`src/rtl/mips16_id_stage_pkg.sv`:
```
// Shared definitions for the 16-bit MIPS decode stage: instruction field
// positions, the opcode map and the ID/EX pipeline register layout.
package mips16_id_stage_pkg;

    localparam int PC_W       = 8;
    localparam int DATA_W     = 16;
    localparam int NUM_REGS   = 8;
    localparam int REG_ADDR_W = 3;
    localparam int INSTR_W    = 16;

    localparam int OP_MSB  = 15;
    localparam int OP_W    = 4;
    localparam int RD_LSB  = 9;
    localparam int RS1_LSB = 6;
    localparam int RS2_LSB = 3;
    localparam int IMM_W   = 6;

    // 0x1..0x8 are the R-type ALU group; 0xD..0xF are unassigned.
    typedef enum logic [OP_W-1:0] {
        OP_NOP   = 4'h0,
        OP_ADD   = 4'h1,
        OP_SUB   = 4'h2,
        OP_AND   = 4'h3,
        OP_OR    = 4'h4,
        OP_XOR   = 4'h5,
        OP_SLT   = 4'h6,
        OP_SLL   = 4'h7,
        OP_SRU   = 4'h8,
        OP_ADDI  = 4'h9,
        OP_LD    = 4'hA,
        OP_ST    = 4'hB,
        OP_BZ    = 4'hC,
        OP_ILL_D = 4'hD,
        OP_ILL_E = 4'hE,
        OP_ILL_F = 4'hF
    } opcode_t;

    typedef struct packed {
        logic                  valid;
        opcode_t               op;
        logic [REG_ADDR_W-1:0] rd;
        logic [DATA_W-1:0]     rs1_data;
        logic [DATA_W-1:0]     rs2_data;
        logic [DATA_W-1:0]     imm;
        logic [PC_W-1:0]       pc;
        logic                  reg_write;
        logic                  mem_read;
        logic                  mem_write;
        logic                  illegal;
    } id_ex_t;

    function automatic logic is_r_type(opcode_t op);
        return (op >= OP_ADD) && (op <= OP_SRU);
    endfunction

    function automatic logic is_illegal(opcode_t op);
        return op >= OP_ILL_D;
    endfunction

    function automatic logic uses_rs1(opcode_t op);
        return (op != OP_NOP) && !is_illegal(op);
    endfunction

    // ST reads its data register on the second port as well.
    function automatic logic uses_rs2(opcode_t op);
        return is_r_type(op) || (op == OP_ST);
    endfunction

    function automatic logic writes_rd(opcode_t op);
        return is_r_type(op) || (op == OP_ADDI) || (op == OP_LD);
    endfunction

endpackage

```
`src/rtl/mips16_regfile.sv`:
```
// 8x16 register file: two combinational read ports with write-back bypass,
// one write port, R0 hardwired to zero.
module mips16_regfile
    import mips16_id_stage_pkg::*;
(
    input  logic                  clk,
    input  logic                  rst,
    input  logic                  we,
    input  logic [REG_ADDR_W-1:0] waddr,
    input  logic [DATA_W-1:0]     wdata,
    input  logic [REG_ADDR_W-1:0] raddr_a,
    output logic [DATA_W-1:0]     rdata_a,
    input  logic [REG_ADDR_W-1:0] raddr_b,
    output logic [DATA_W-1:0]     rdata_b
);

    logic [DATA_W-1:0] regs [NUM_REGS];

    always_ff @(posedge clk) begin
        if (rst) begin
            for (int i = 0; i < NUM_REGS; i++) begin
                regs[i] <= '0;
            end
        end else if (we && (waddr != '0)) begin
            regs[waddr] <= wdata;
        end
    end

    // A write landing this cycle is visible to the reader immediately.
    always_comb begin
        rdata_a = regs[raddr_a];
        if (raddr_a == '0) begin
            rdata_a = '0;
        end else if (we && (waddr == raddr_a)) begin
            rdata_a = wdata;
        end
    end

    always_comb begin
        rdata_b = regs[raddr_b];
        if (raddr_b == '0) begin
            rdata_b = '0;
        end else if (we && (waddr == raddr_b)) begin
            rdata_b = wdata;
        end
    end

endmodule

```
`src/rtl/mips16_id_stage.sv`:
```
// Decode stage: field decode, register read with bypass, load-use stall
// detection and the ID/EX pipeline register.
module mips16_id_stage
    import mips16_id_stage_pkg::*;
(
    input  logic                  clk,
    input  logic                  rst,
    input  logic                  if_valid,
    input  logic [INSTR_W-1:0]    if_instr,
    input  logic [PC_W-1:0]       if_pc,
    input  logic                  flush,
    input  logic                  wb_we,
    input  logic [REG_ADDR_W-1:0] wb_addr,
    input  logic [DATA_W-1:0]     wb_data,
    output logic                  id_stall,
    output logic                  ex_valid,
    output logic [OP_W-1:0]       ex_op,
    output logic [REG_ADDR_W-1:0] ex_rd,
    output logic [DATA_W-1:0]     ex_rs1_data,
    output logic [DATA_W-1:0]     ex_rs2_data,
    output logic [DATA_W-1:0]     ex_imm,
    output logic [PC_W-1:0]       ex_pc,
    output logic                  ex_reg_write,
    output logic                  ex_mem_read,
    output logic                  ex_mem_write,
    output logic                  ex_illegal
);

    opcode_t               op;
    logic [REG_ADDR_W-1:0] f_rd;
    logic [REG_ADDR_W-1:0] f_rs1;
    logic [REG_ADDR_W-1:0] f_rs2;
    logic [IMM_W-1:0]      f_imm;
    logic [REG_ADDR_W-1:0] src_b;
    logic                  use_a;
    logic                  use_b;
    logic [DATA_W-1:0]     rdata_a;
    logic [DATA_W-1:0]     rdata_b;
    logic                  hit_a;
    logic                  hit_b;
    id_ex_t                issue;
    id_ex_t                ex_q;

    assign op    = opcode_t'(if_instr[OP_MSB -: OP_W]);
    assign f_rd  = if_instr[RD_LSB +: REG_ADDR_W];
    assign f_rs1 = if_instr[RS1_LSB +: REG_ADDR_W];
    assign f_rs2 = if_instr[RS2_LSB +: REG_ADDR_W];
    assign f_imm = if_instr[IMM_W-1:0];

    // ST's data register sits in the rd field but is read on port B.
    assign src_b = is_r_type(op) ? f_rs2 : f_rd;
    assign use_a = uses_rs1(op);
    assign use_b = uses_rs2(op);

    mips16_regfile u_regfile (
        .clk     (clk),
        .rst     (rst),
        .we      (wb_we),
        .waddr   (wb_addr),
        .wdata   (wb_data),
        .raddr_a (f_rs1),
        .rdata_a (rdata_a),
        .raddr_b (src_b),
        .rdata_b (rdata_b)
    );

    assign hit_a = use_a && (ex_q.rd == f_rs1);
    assign hit_b = use_b && (ex_q.rd == src_b);

    assign id_stall = if_valid && ex_q.valid && (ex_q.op == OP_LD)
                    && (ex_q.rd != '0) && (hit_a || hit_b)
                    && !flush && !rst;

    always_comb begin
        issue          = '0;
        issue.valid    = 1'b1;
        issue.pc       = if_pc;
        issue.imm      = {{(DATA_W-IMM_W){f_imm[IMM_W-1]}}, f_imm};
        issue.illegal  = is_illegal(op);
        issue.op       = is_illegal(op) ? OP_NOP : op;
        issue.rs1_data = use_a ? rdata_a : '0;
        issue.rs2_data = use_b ? rdata_b : '0;
        if (writes_rd(op)) begin
            issue.rd        = f_rd;
            issue.reg_write = (f_rd != '0);
        end
        issue.mem_read  = (op == OP_LD);
        issue.mem_write = (op == OP_ST);
    end

    always_ff @(posedge clk) begin
        if (rst) begin
            ex_q <= '0;
        end else if (flush || id_stall || !if_valid) begin
            ex_q <= '0;
        end else begin
            ex_q <= issue;
        end
    end

    assign ex_valid     = ex_q.valid;
    assign ex_op        = ex_q.op;
    assign ex_rd        = ex_q.rd;
    assign ex_rs1_data  = ex_q.rs1_data;
    assign ex_rs2_data  = ex_q.rs2_data;
    assign ex_imm       = ex_q.imm;
    assign ex_pc        = ex_q.pc;
    assign ex_reg_write = ex_q.reg_write;
    assign ex_mem_read  = ex_q.mem_read;
    assign ex_mem_write = ex_q.mem_write;
    assign ex_illegal   = ex_q.illegal;

endmodule

```
`config.mk`:
```
export PLATFORM = sky130hd
export DESIGN_NAME = mips16_id_stage
export DESIGN_NICKNAME = d
export VERILOG_FILES = /design/src/rtl/mips16_id_stage_pkg.sv /design/src/rtl/mips16_regfile.sv /design/src/rtl/mips16_id_stage.sv
export SDC_FILE = /design/constraint.sdc
export NUM_CORES = 1
export LEC_CHECK = 0
export BUFFER_PORTS_ARGS = -buffer_cell sky130_fd_sc_hd__buf_2
export CELL_PAD_IN_SITES_DETAIL_PLACEMENT = 0
export CELL_PAD_IN_SITES_GLOBAL_PLACEMENT = 1
export CORE_UTILIZATION = 46
export DETAILED_ROUTE_END_ITERATION = 10
export PLACE_DENSITY_LB_ADDON = 0.2
export SKIP_CTS_REPAIR_TIMING = 1
export SYNTH_ARGS = -nofsm -noshare
export SYNTH_HDL_FRONTEND = slang
export SYNTH_SLANG_ARGS = --single-unit
```
`constraint.sdc`:
```
create_clock -name clk -period 2.7 [get_ports clk]
set_clock_uncertainty 0.05 [all_clocks]
set_input_delay 0.405 -clock clk [delete_from_list [all_inputs] [get_ports clk]]
set_output_delay 0.405 -clock clk [all_outputs]
set_load 0.02 [all_outputs]
```
==> metrics.txt <==
status=finished, final reports clean; vias in the first global route=between 6000 and 7000; CTS max path bufs=2; Peak Freq=about 0.39 GHz; Finished Layout Cells=~1300; area leader, netlist=edfxtp_1; Sw Share=between 20% and 30%; mapped cell area=between 0.009 and 0.01 mm2; first-pass GRT wire length=between 40 and 50 mm; Yosys reg bits=186; Tmin final=~2.6 ns; fin. max-slew vios=0; Die Y=between 100 and 150 um; CTS tree=yes; Synth cell types=~60; FP Rows=52; count of buffers from port buffering=116; CTS HTree Levels=4; sequential-to-total area share from yosys stat=a little over half; commonest cells in the netlist=128 x edfxtp_1, 114 x and2_1, 113 x nand3_1; area share of the largest cell type after synthesis=between 40% and 50%; Most Frequent Cell on Critical Path=buf_2; Hold/Removal Path Class=in2reg; FFs w/ async S/R, synth=0%; Overflow after GRT=0; share of layout cells above drive strength 1=26.6%; Sink Count=186; Total GRT Usage=27.7%; critical path launch point type=primary input; post-DR wirelength/cell=22.7 um; clock power share=36.4%; Main synth FF type=edfxtp_1; Area contributors post-synth=edfxtp_1 41%, dfxtp_1 12%, mux4_2 7.6%; critical path class=in2out; cell internal pwr=between 4000 and 5000 uW; chip width=about 150 um; Nets=roughly 1000; initial antenna violation count=0; worst stage delay on the critical path=roughly 0.35 ns; synth warn=0; hpwl dp=between 15 and 20 mm; total CTS buffers=17; GPL Wtd Cong=around 0.81; Logic pwr share=approximately 16%; sequential share of power=a little under half; total negative slack=0 ns; Worst-Margin Slew=between 0.6 and 0.7 ns; # setup viols final=0; Initial Util=46.9%; cell count after synthesis=slightly below 900; Slowest cell on crit path=o31a_1; top-count cell post-synth=edfxtp_1; max cap viols=0; Leak Pwr=about 0.0044 uW; Register Area=about 0.0050 mm2; largest net degree at the start of global routing=41; Clock transition at path regs=approximately 0.080 ns; P_sw=around 2000 uW; I/O pins=about 120; Root Buffer=clkbuf_16; ANT cells=0; worst skew pair latency=between 0.4 and 0.5 ns; DR iter-0 viols=723; Post-Place Cells=about 1200; relative slew slack=56.6%; # DRC=0; crit share post-route=95.1%; Max IR drop VDD=about 0.44 mV; final hold vios=0; Setup crit end kind=output port; mean post-synth cell area=around 11 um2; arrival time worst endpoint=about 2.1 ns; CP cell instances=buf_2 > buf_12 > o31a_1 > nor2_2 > mux2i_1 > o2111ai_2 > nand2b_1 > and3_1 > buf_2; Pwr Density=between 600 and 700 mW/mm2; area of the multi-input gates=between 0.004 and 0.005 mm2; fill cell count=between 1500 and 2000; number of synthesized flops with an enable pin=128; drt pass-1 iters=7; final antenna-violating net count=0; via count=between 7000 and 8000; vias per std cell=a little under 6; final WL=28.9 mm; die area=~0.021 mm2; RSZ-0062 raised after global routing=no; area of the core=a little over 0.02 mm2; CP required=approximately 2.3 ns; crit path max fanout=12; area grow syn2layout=19.0%
[metrics by stage]
step	area, um2	power (uW)	worst slack (ns)	utilization, %	hold slack [ns]
after floorplan	9540	4020	0.385	-	0.483
after global placement	10700	4460	0.0604	52.7	0.565
after detailed placement	10700	4470	0.0463	52.7	0.571
after CTS	11300	6950	0.0451	55.6	0.112
after global routing	11300	7190	0.0224	55.8	0.123
final	11300	6960	0.132	55.8	0.126
[critical path, delay by kind of cell]
kind                   cells  cell delay (ns)
AOI/OAI and AO/OA          2             0.54
and+or+nand+nor            3             0.48
buffers and inverters      3             0.43
muxes                      1             0.24
[registers in the layout, summed over array words and instances, names as in the netlist]
register        cells
ex_op               4
ex_pc               8
ex_mem_write        1
ex_reg_write        1
u_regfile.regs    128
ex_rs2_data        16
ex_valid            1
ex_mem_read         1
ex_illegal          1
ex_rd               3
ex_rs1_data        16
ex_imm              6
[worst paths after layout]
kind	start	endpoint	slack [ns]	cells past startpoint
setup reg to reg	ex_rd[1]	ex_rs2_data[2]	0.86	7
hold / removal	if_instr[2]	ex_imm[2]	0.13	2
hold reg to reg	u_regfile.regs[3][13]	ex_rs2_data[13]	0.66	4
setup / recovery	if_instr[14]	id_stall	0.13	9
[metal layers]
layer	GRT usage (%)	wire (um)	up-vias	share of wire, %
li1	-	-	3421	-
met1	39.6	12800	3640	44
met2	43.2	13300	404	46
met3	5.30	2420	35	8.4
met4	7.74	438	0	1.5
met5	0	0	-	0
[placed cells by master, fill, tap and decap left out, types with 2 or more instances in the layout]
cell type  count
edfxtp_1     128
buf_2        116
and2_1       114
nand3_1      113
o21ai_0       68
dfxtp_1       58
buf_4         49
nand2_1       47
nor2_1        34
mux4_2        32
nand4_1       19
clkbuf_16     19
a31oi_1       18
mux2i_1       17
o211ai_1      17
conb_1        16
a211oi_1      15
nor2b_1       13
buf_12        12
xor2_1         7
nor3_1         7
or2_2          7
nand2b_1       6
inv_1          5
xnor2_1        5
or3b_2         3
and3_1         3
nand3b_1       3
clkinv_4       3
inv_6          3
inv_8          3
nor4_1         2
a21boi_4       2
nor3_2         2
a21oi_1        2
and3b_1        2
nor3b_1        2
a211oi_2       2
inv_4          2
[cells by family (layout without fill, tap and decap cells)]
| kind of cell | Yosys count | in the layout | synth area share, % |
|---|---|---|---|
| AO/OA/AOI/OAI | 143 | 143 | 9.99 |
| XOR/XNOR | 12 | 12 | 1.11 |
| buffers and inverters | 91 | 214 | 4.58 |
| flip-flops | 186 | 186 | 52.8 |
| multiplexers | 49 | 49 | 9.40 |
| other | 1 | 16 | 0.0396 |
| AND/OR/NAND/NOR | 385 | 385 | 22.1 |
[cell type report]
type,instances,share of cell area (%)
sequential,186,44.3
multi-input combinational,605,36.7
timing repair buffer,177,10.5
clock buffer,19,4.21
tap,270,2.99
clock inverter,13,1.06
inverter,5,0.166
[power by group through the flow]
stage               Sequential [uW]  Combinational (uW)  Clock [uW]
finish                         3310                1120        2530
global route                   3330                1200        2670
CTS                            3310                1100        2540
detailed placement             3370                1100           0
global placement               3370                1090           0
floorplan                      3390                 628           0
Power figures use the tool's default switching activity.
